[src/rtl/npc_predict_unit.sv]
// npc_predict_unit: fetch-stage next-PC generator with optional direct-mapped BTB.
// Owns the PC register. Taken predictions redirect fetch after the delay slot.
// Branches and jumps resolve in the E stage and drive the mispredict flush.
// Build option: define NPC_BTB_EN to build the BTB, its direction counters and
// the pending-redirect logic. Without it, every fetch is predicted not-taken.
module npc_predict_unit #(
  parameter int          BTB_DEPTH = 16,
  parameter int          CNT_BITS  = 2,
  parameter logic [31:0] RESET_PC  = 32'h0000_3000
) (
  input  logic        clk_i,
  input  logic        reset_i,
  input  logic        stall_i,
  output logic [31:0] pc_f_o,
  output logic        pred_taken_f_o,
  output logic [31:0] pred_target_f_o,
  input  logic        res_valid_i,
  input  logic [31:0] res_pc_i,
  input  logic        res_is_branch_i,
  input  logic        res_is_jump_i,
  input  logic        res_taken_i,
  input  logic [31:0] res_target_i,
  input  logic        res_pred_taken_i,
  input  logic [31:0] res_pred_target_i,
  output logic        flush_f_o
);

  localparam int IDX   = $clog2(BTB_DEPTH);
  localparam int TAG_W = 30 - IDX;

  logic [31:0] pc_q, pc_d;
  logic [31:0] pc_plus4;
  logic [31:0] redirect_pc;
  logic        mispredict;

  assign pc_plus4    = pc_q + 32'd4;
  assign redirect_pc = res_taken_i ? res_target_i : (res_pc_i + 32'd8);
  assign mispredict  = res_valid_i &
                       ((res_taken_i != res_pred_taken_i) |
                        (res_taken_i & (res_target_i != res_pred_target_i)));

  assign flush_f_o = mispredict;
  assign pc_f_o    = pc_q;

`ifdef NPC_BTB_EN
  localparam logic [CNT_BITS-1:0] CNT_RST   = CNT_BITS'((1 << (CNT_BITS - 1)) - 1);
  localparam logic [CNT_BITS-1:0] CNT_ALLOC = CNT_BITS'(1 << (CNT_BITS - 1));
  localparam logic [CNT_BITS-1:0] CNT_MAX   = {CNT_BITS{1'b1}};
  localparam logic [CNT_BITS-1:0] CNT_ZERO  = '0;
  localparam logic [CNT_BITS-1:0] CNT_ONE   = CNT_BITS'(1);

  logic [BTB_DEPTH-1:0] valid_q;
  logic [TAG_W-1:0]     tag_q [BTB_DEPTH];
  logic [31:0]          tgt_q [BTB_DEPTH];
  logic [CNT_BITS-1:0]  cnt_q [BTB_DEPTH];

  logic              pend_valid_q, pend_valid_d;
  logic [31:0]       pend_target_q, pend_target_d;

  logic [IDX-1:0]    f_idx, r_idx;
  logic [TAG_W-1:0]  f_tag, r_tag;
  logic              f_hit, r_hit;

  logic              btb_we;
  logic [CNT_BITS-1:0] wr_cnt;
  logic [31:0]       wr_tgt;

  assign f_idx = pc_q[2+IDX-1:2];
  assign f_tag = pc_q[31:2+IDX];
  assign r_idx = res_pc_i[2+IDX-1:2];
  assign r_tag = res_pc_i[31:2+IDX];

  assign f_hit = valid_q[f_idx] & (tag_q[f_idx] == f_tag);
  assign r_hit = valid_q[r_idx] & (tag_q[r_idx] == r_tag);

  assign pred_taken_f_o  = f_hit & cnt_q[f_idx][CNT_BITS-1];
  assign pred_target_f_o = pred_taken_f_o ? tgt_q[f_idx] : 32'd0;

  // Next PC: mispredict beats stall; a pending redirect lands after the delay slot.
  always_comb begin
    pc_d          = pc_q;
    pend_valid_d  = pend_valid_q;
    pend_target_d = pend_target_q;
    if (mispredict) begin
      pc_d         = redirect_pc;
      pend_valid_d = 1'b0;
    end else if (!stall_i) begin
      if (pend_valid_q) begin
        pc_d         = pend_target_q;
        pend_valid_d = 1'b0;
      end else begin
        pc_d = pc_plus4;
        if (pred_taken_f_o) begin
          pend_valid_d  = 1'b1;
          pend_target_d = pred_target_f_o;
        end
      end
    end
  end

  // BTB write decision from the E-stage resolution; jr (no kind bit) never writes.
  always_comb begin
    btb_we = 1'b0;
    wr_cnt = cnt_q[r_idx];
    wr_tgt = res_target_i;
    if (res_valid_i && res_is_branch_i) begin
      if (r_hit) begin
        btb_we = 1'b1;
        wr_tgt = tgt_q[r_idx];
        if (res_taken_i) begin
          if (cnt_q[r_idx] != CNT_MAX) wr_cnt = cnt_q[r_idx] + CNT_ONE;
        end else begin
          if (cnt_q[r_idx] != CNT_ZERO) wr_cnt = cnt_q[r_idx] - CNT_ONE;
        end
      end else if (res_taken_i) begin
        btb_we = 1'b1;
        wr_cnt = CNT_ALLOC;
      end
    end else if (res_valid_i && res_is_jump_i) begin
      btb_we = 1'b1;
      wr_cnt = CNT_MAX;
    end
  end

  // BTB storage; writes land at the edge so same-cycle lookups see old content.
  always_ff @(posedge clk_i or posedge reset_i) begin
    if (reset_i) begin
      valid_q <= '0;
      for (int i = 0; i < BTB_DEPTH; i++) begin
        tag_q[i] <= '0;
        tgt_q[i] <= '0;
        cnt_q[i] <= CNT_RST;
      end
    end else if (btb_we) begin
      valid_q[r_idx] <= 1'b1;
      tag_q[r_idx]   <= r_tag;
      tgt_q[r_idx]   <= wr_tgt;
      cnt_q[r_idx]   <= wr_cnt;
    end
  end

  // Pending delay-slot redirect register.
  always_ff @(posedge clk_i or posedge reset_i) begin
    if (reset_i) begin
      pend_valid_q  <= 1'b0;
      pend_target_q <= '0;
    end else begin
      pend_valid_q  <= pend_valid_d;
      pend_target_q <= pend_target_d;
    end
  end
`else
  logic unused_res_kind;
  assign unused_res_kind = res_is_branch_i ^ res_is_jump_i;

  assign pred_taken_f_o  = 1'b0;
  assign pred_target_f_o = 32'd0;

  // Next PC without prediction: mispredict redirect, stall hold, else sequential.
  always_comb begin
    pc_d = pc_q;
    if (mispredict) begin
      pc_d = redirect_pc;
    end else if (!stall_i) begin
      pc_d = pc_plus4;
    end
  end
`endif

  // Fetch PC register.
  always_ff @(posedge clk_i or posedge reset_i) begin
    if (reset_i) begin
      pc_q <= RESET_PC;
    end else begin
      pc_q <= pc_d;
    end
  end

endmodule

[config.mk]
export PLATFORM = sky130hd
export DESIGN_NAME = npc_predict_unit
export DESIGN_NICKNAME = d
export VERILOG_FILES = /design/src/rtl/npc_predict_unit.sv
export SDC_FILE = /design/constraint.sdc
export NUM_CORES = 1
export LEC_CHECK = 0
export ABC_AREA = 1
export ABC_CLOCK_PERIOD_IN_PS = 4600
export CORE_UTILIZATION = 49
export CTS_BUF_LIST = sky130_fd_sc_hd__clkbuf_8 sky130_fd_sc_hd__clkbuf_16
export DETAILED_ROUTE_END_ITERATION = 12
export PLACE_DENSITY = 0.93
export SLEW_MARGIN = 25
export SYNTH_ARGS = -nofsm -noshare
export SYNTH_HDL_FRONTEND = slang
export SYNTH_SLANG_ARGS = --single-unit
[constraint.sdc]
create_clock -name clk_i -period 4.6 [get_ports clk_i]
set_input_delay 0.92 -clock clk_i [delete_from_list [all_inputs] [get_ports clk_i]]
set_output_delay 0.92 -clock clk_i [all_outputs]
set_load 0.05 [all_outputs]
==> flow_summary.toml <==
[detailed_routing]
vias = 5284
drc = 0
wl_per_cell_um = 13.4
wl_um = 13800
firstDrtPassIters = 4
antenna_left = 0
drt_iter0_drc = 401
vias_per_cell = 5.14

[sta]
setup_viol = 0
setup_tns_ns = 0
slew_violations = 0
whs_ns = 0.491
max_slew_margin_pct = 37.1
hold_violations = 0
max_freq_ghz = 0.262
min_period_ns = 3.81
fin_skew_ns = 0.00803
finalCritPeriodShare_pct = 82.8
worst_pin_slew_ns = 0.935
rsz0062_at_grt = "false"

[final_layout]
n_antenna_cell = 0
largest_reg_flops = 32
layout_commonest_cell = "nand2_1"
nets = 1028
syn2layout_area_growth_pct = 31.6
final_cell_mix = "nand2_1 (326), clkdlybuf4s50_1 (133), inv_1 (99)"
seqCellArea_sq_um = 803
final_cells = 1028
drive_gt1_share_pct = 2.82
num-fill-cells = 798
multi_input_area_sq_um = 2930

[critical_path]
path_cells = "clkdlybuf4s50_1 -> inv_1 -> nand2_1 -> nand2_1 -> inv_1 -> nand2_1 -> nor2_1 -> nand2_1 -> nor2_1 -> nand3_2 -> nand2_4 -> inv_2 -> buf_4"
crit_type = "input pin to output pin"
crit_path_frequent_cell = "nand2_1"
end_kind = "output pin"
slowest_delay_ns = 0.51
slowest_stage = "clkdlybuf4s50_1"
worstPathArrival_ns = 2.89
cp_max_fo = 17
required_ns = 3.68
critPathLaunchType = "input pin"

[clocking]
hold_buffers = 0
ctsResizeCount = 0
cts_sinks = 32
cts_setup_buffers = 0
clk_pin_slew_ns = 0.07
h-tree-depth = 2
root_buffer = "clkbuf_8"
clockBufferDepth = 2
cts_tree = "built"
clk_latency_ns = 0.29
cts_buffers = 5

[floorplanning]
num_rows = 33
die_h_um = 96.1
core-area_sq_um = 8380
start_util_pct = 51.7
die_x_um = 96.1
dieArea_sq_um = 9230
io_pins = 170

[global_route]
grt-ovfl-total = 0
grt.total_usage_pct = 31.3
grt_pass1_vias = 4767
antenna_found_initial = 0
grt_pass1_wl_um = 22200
grt_max_degree = 62

[logic_synthesis]
syn_area_sq_um = 4340
ys_seq_elements = 32
yosysSeqAreaShare_pct = 18.5
avgSynthCellArea_sq_um = 5.43
yosys_warnings = 0
synth_edf_count = 0
syn-instance-count = 799
async_flop_share_pct = 100
dominantRegCellSynth = "dfrtp_1"
ys_types = 35

[outcome]
status = "finished, final reports clean"

[power_and_ir_drop]
power.leakage_nw = 2.88
powerDensity_nw_per_um2 = 235
peakVddDrop_mv = 0.118

[placement]
place_hpwl_um = 11300
dp.cells = 1020
gp_congestion = 0.970
io_buffer_count = 134

[flow_run]
maxCapViolCount = 0

[worst_hold_path]
hp-class = "flip-flop to flip-flop"
## where the power goes
group	leakage, nW	switching, mW	internal [mW]
Sequential	0.389	0.0757	0.327
Combinational	2.44	0.454	0.253
Clock	0.0486	0.110	0.119
Total	2.88	0.640	0.700
## layout make-up
| cell class | count | area share (%) |
|---|---|---|
| multi-input combinational | 645 | 51.4 |
| timing repair buffer | 139 | 24.1 |
| sequential | 32 | 14.1 |
| inverter | 99 | 6.51 |
| tap | 105 | 2.30 |
| clock buffer | 6 | 1.45 |
| clock inverter | 2 | 0.197 |
## through the flow
step | worst slack (ns) | util (%) | total power [mW] | cell area, sq um
final | 0.789 | 68.1 | 1.34 | 5710
after global routing | 0.598 | 68.1 | 1.42 | 5710
after CTS | 0.809 | 68.1 | 1.34 | 5710
after detailed placement | 0.816 | 67.0 | 1.11 | 5610
after global placement | 0.823 | 67.0 | 1.10 | 5610
after floorplan | 1.75 | - | 0.863 | 4460
## critical path: cells and delay by family
kind / cells / cell delay, ns
buffers and inverters: 5 / 0.96
AND/OR/NAND/NOR: 8 / 0.99
## cells in the mapped netlist (3+ instances only)
master	instances	share of area, %
dfrtp_1	30	17
nand4_1	16	2.3
nor3_1	9	1.0
buf_2	4	0.46
clkbuf_1	13	1.1
nand2_1	326	28
nor2_1	74	6.4
o21ai_1	3	0.35
nand3_1	96	11
o21ai_0	21	2.4
a21oi_1	5	0.58
xnor2_1	16	3.2
inv_1	98	8.5
xor2_1	19	3.8
buf_4	37	6.4
nand3_2	3	0.69
nor4_1	3	0.43
nand3b_1	4	0.69
## cells by family after synthesis
family / after synthesis / share of synthesized area (%)
other: 1 / 0.0865
DFF: 32 / 18.5
xor gates and xnor gates: 35 / 7.07
AOI/OAI and AO/OA: 37 / 4.67
buffers and inverters: 154 / 16.6
and+or+nand+nor: 538 / 52.4
adders and majority gates: 2 / 0.577
## path summary, 6_finish.rpt
path,slack [ns],depth (start not counted),start,endpoint
setup reg to reg,2.60,9,pc_f_o[5],pc_f_o[27]
max in group asynchronous,2.89,3,reset_i,pc_f_o[12]
min in group asynchronous,0.98,2,reset_i,pc_f_o[22]
hold reg to reg,0.49,2,pc_f_o[0],pc_f_o[0]
hold / removal,0.49,2,pc_f_o[0],pc_f_o[0]
setup / recovery,0.79,13,res_target_i[19],flush_f_o
## layer usage
| metal | up-vias | global-route usage [%] | wire (um) |
|---|---|---|---|
| met5 | - | 0 | 0 |
| met4 | 0 | 13.7 | 500 |
| met3 | 31 | 2.92 | 1070 |
| met2 | 252 | 53.2 | 6460 |
| met1 | 2330 | 40.2 | 5780 |
| li1 | 2671 | - | - |
Note: power is estimated with default switching activity, not from simulation.
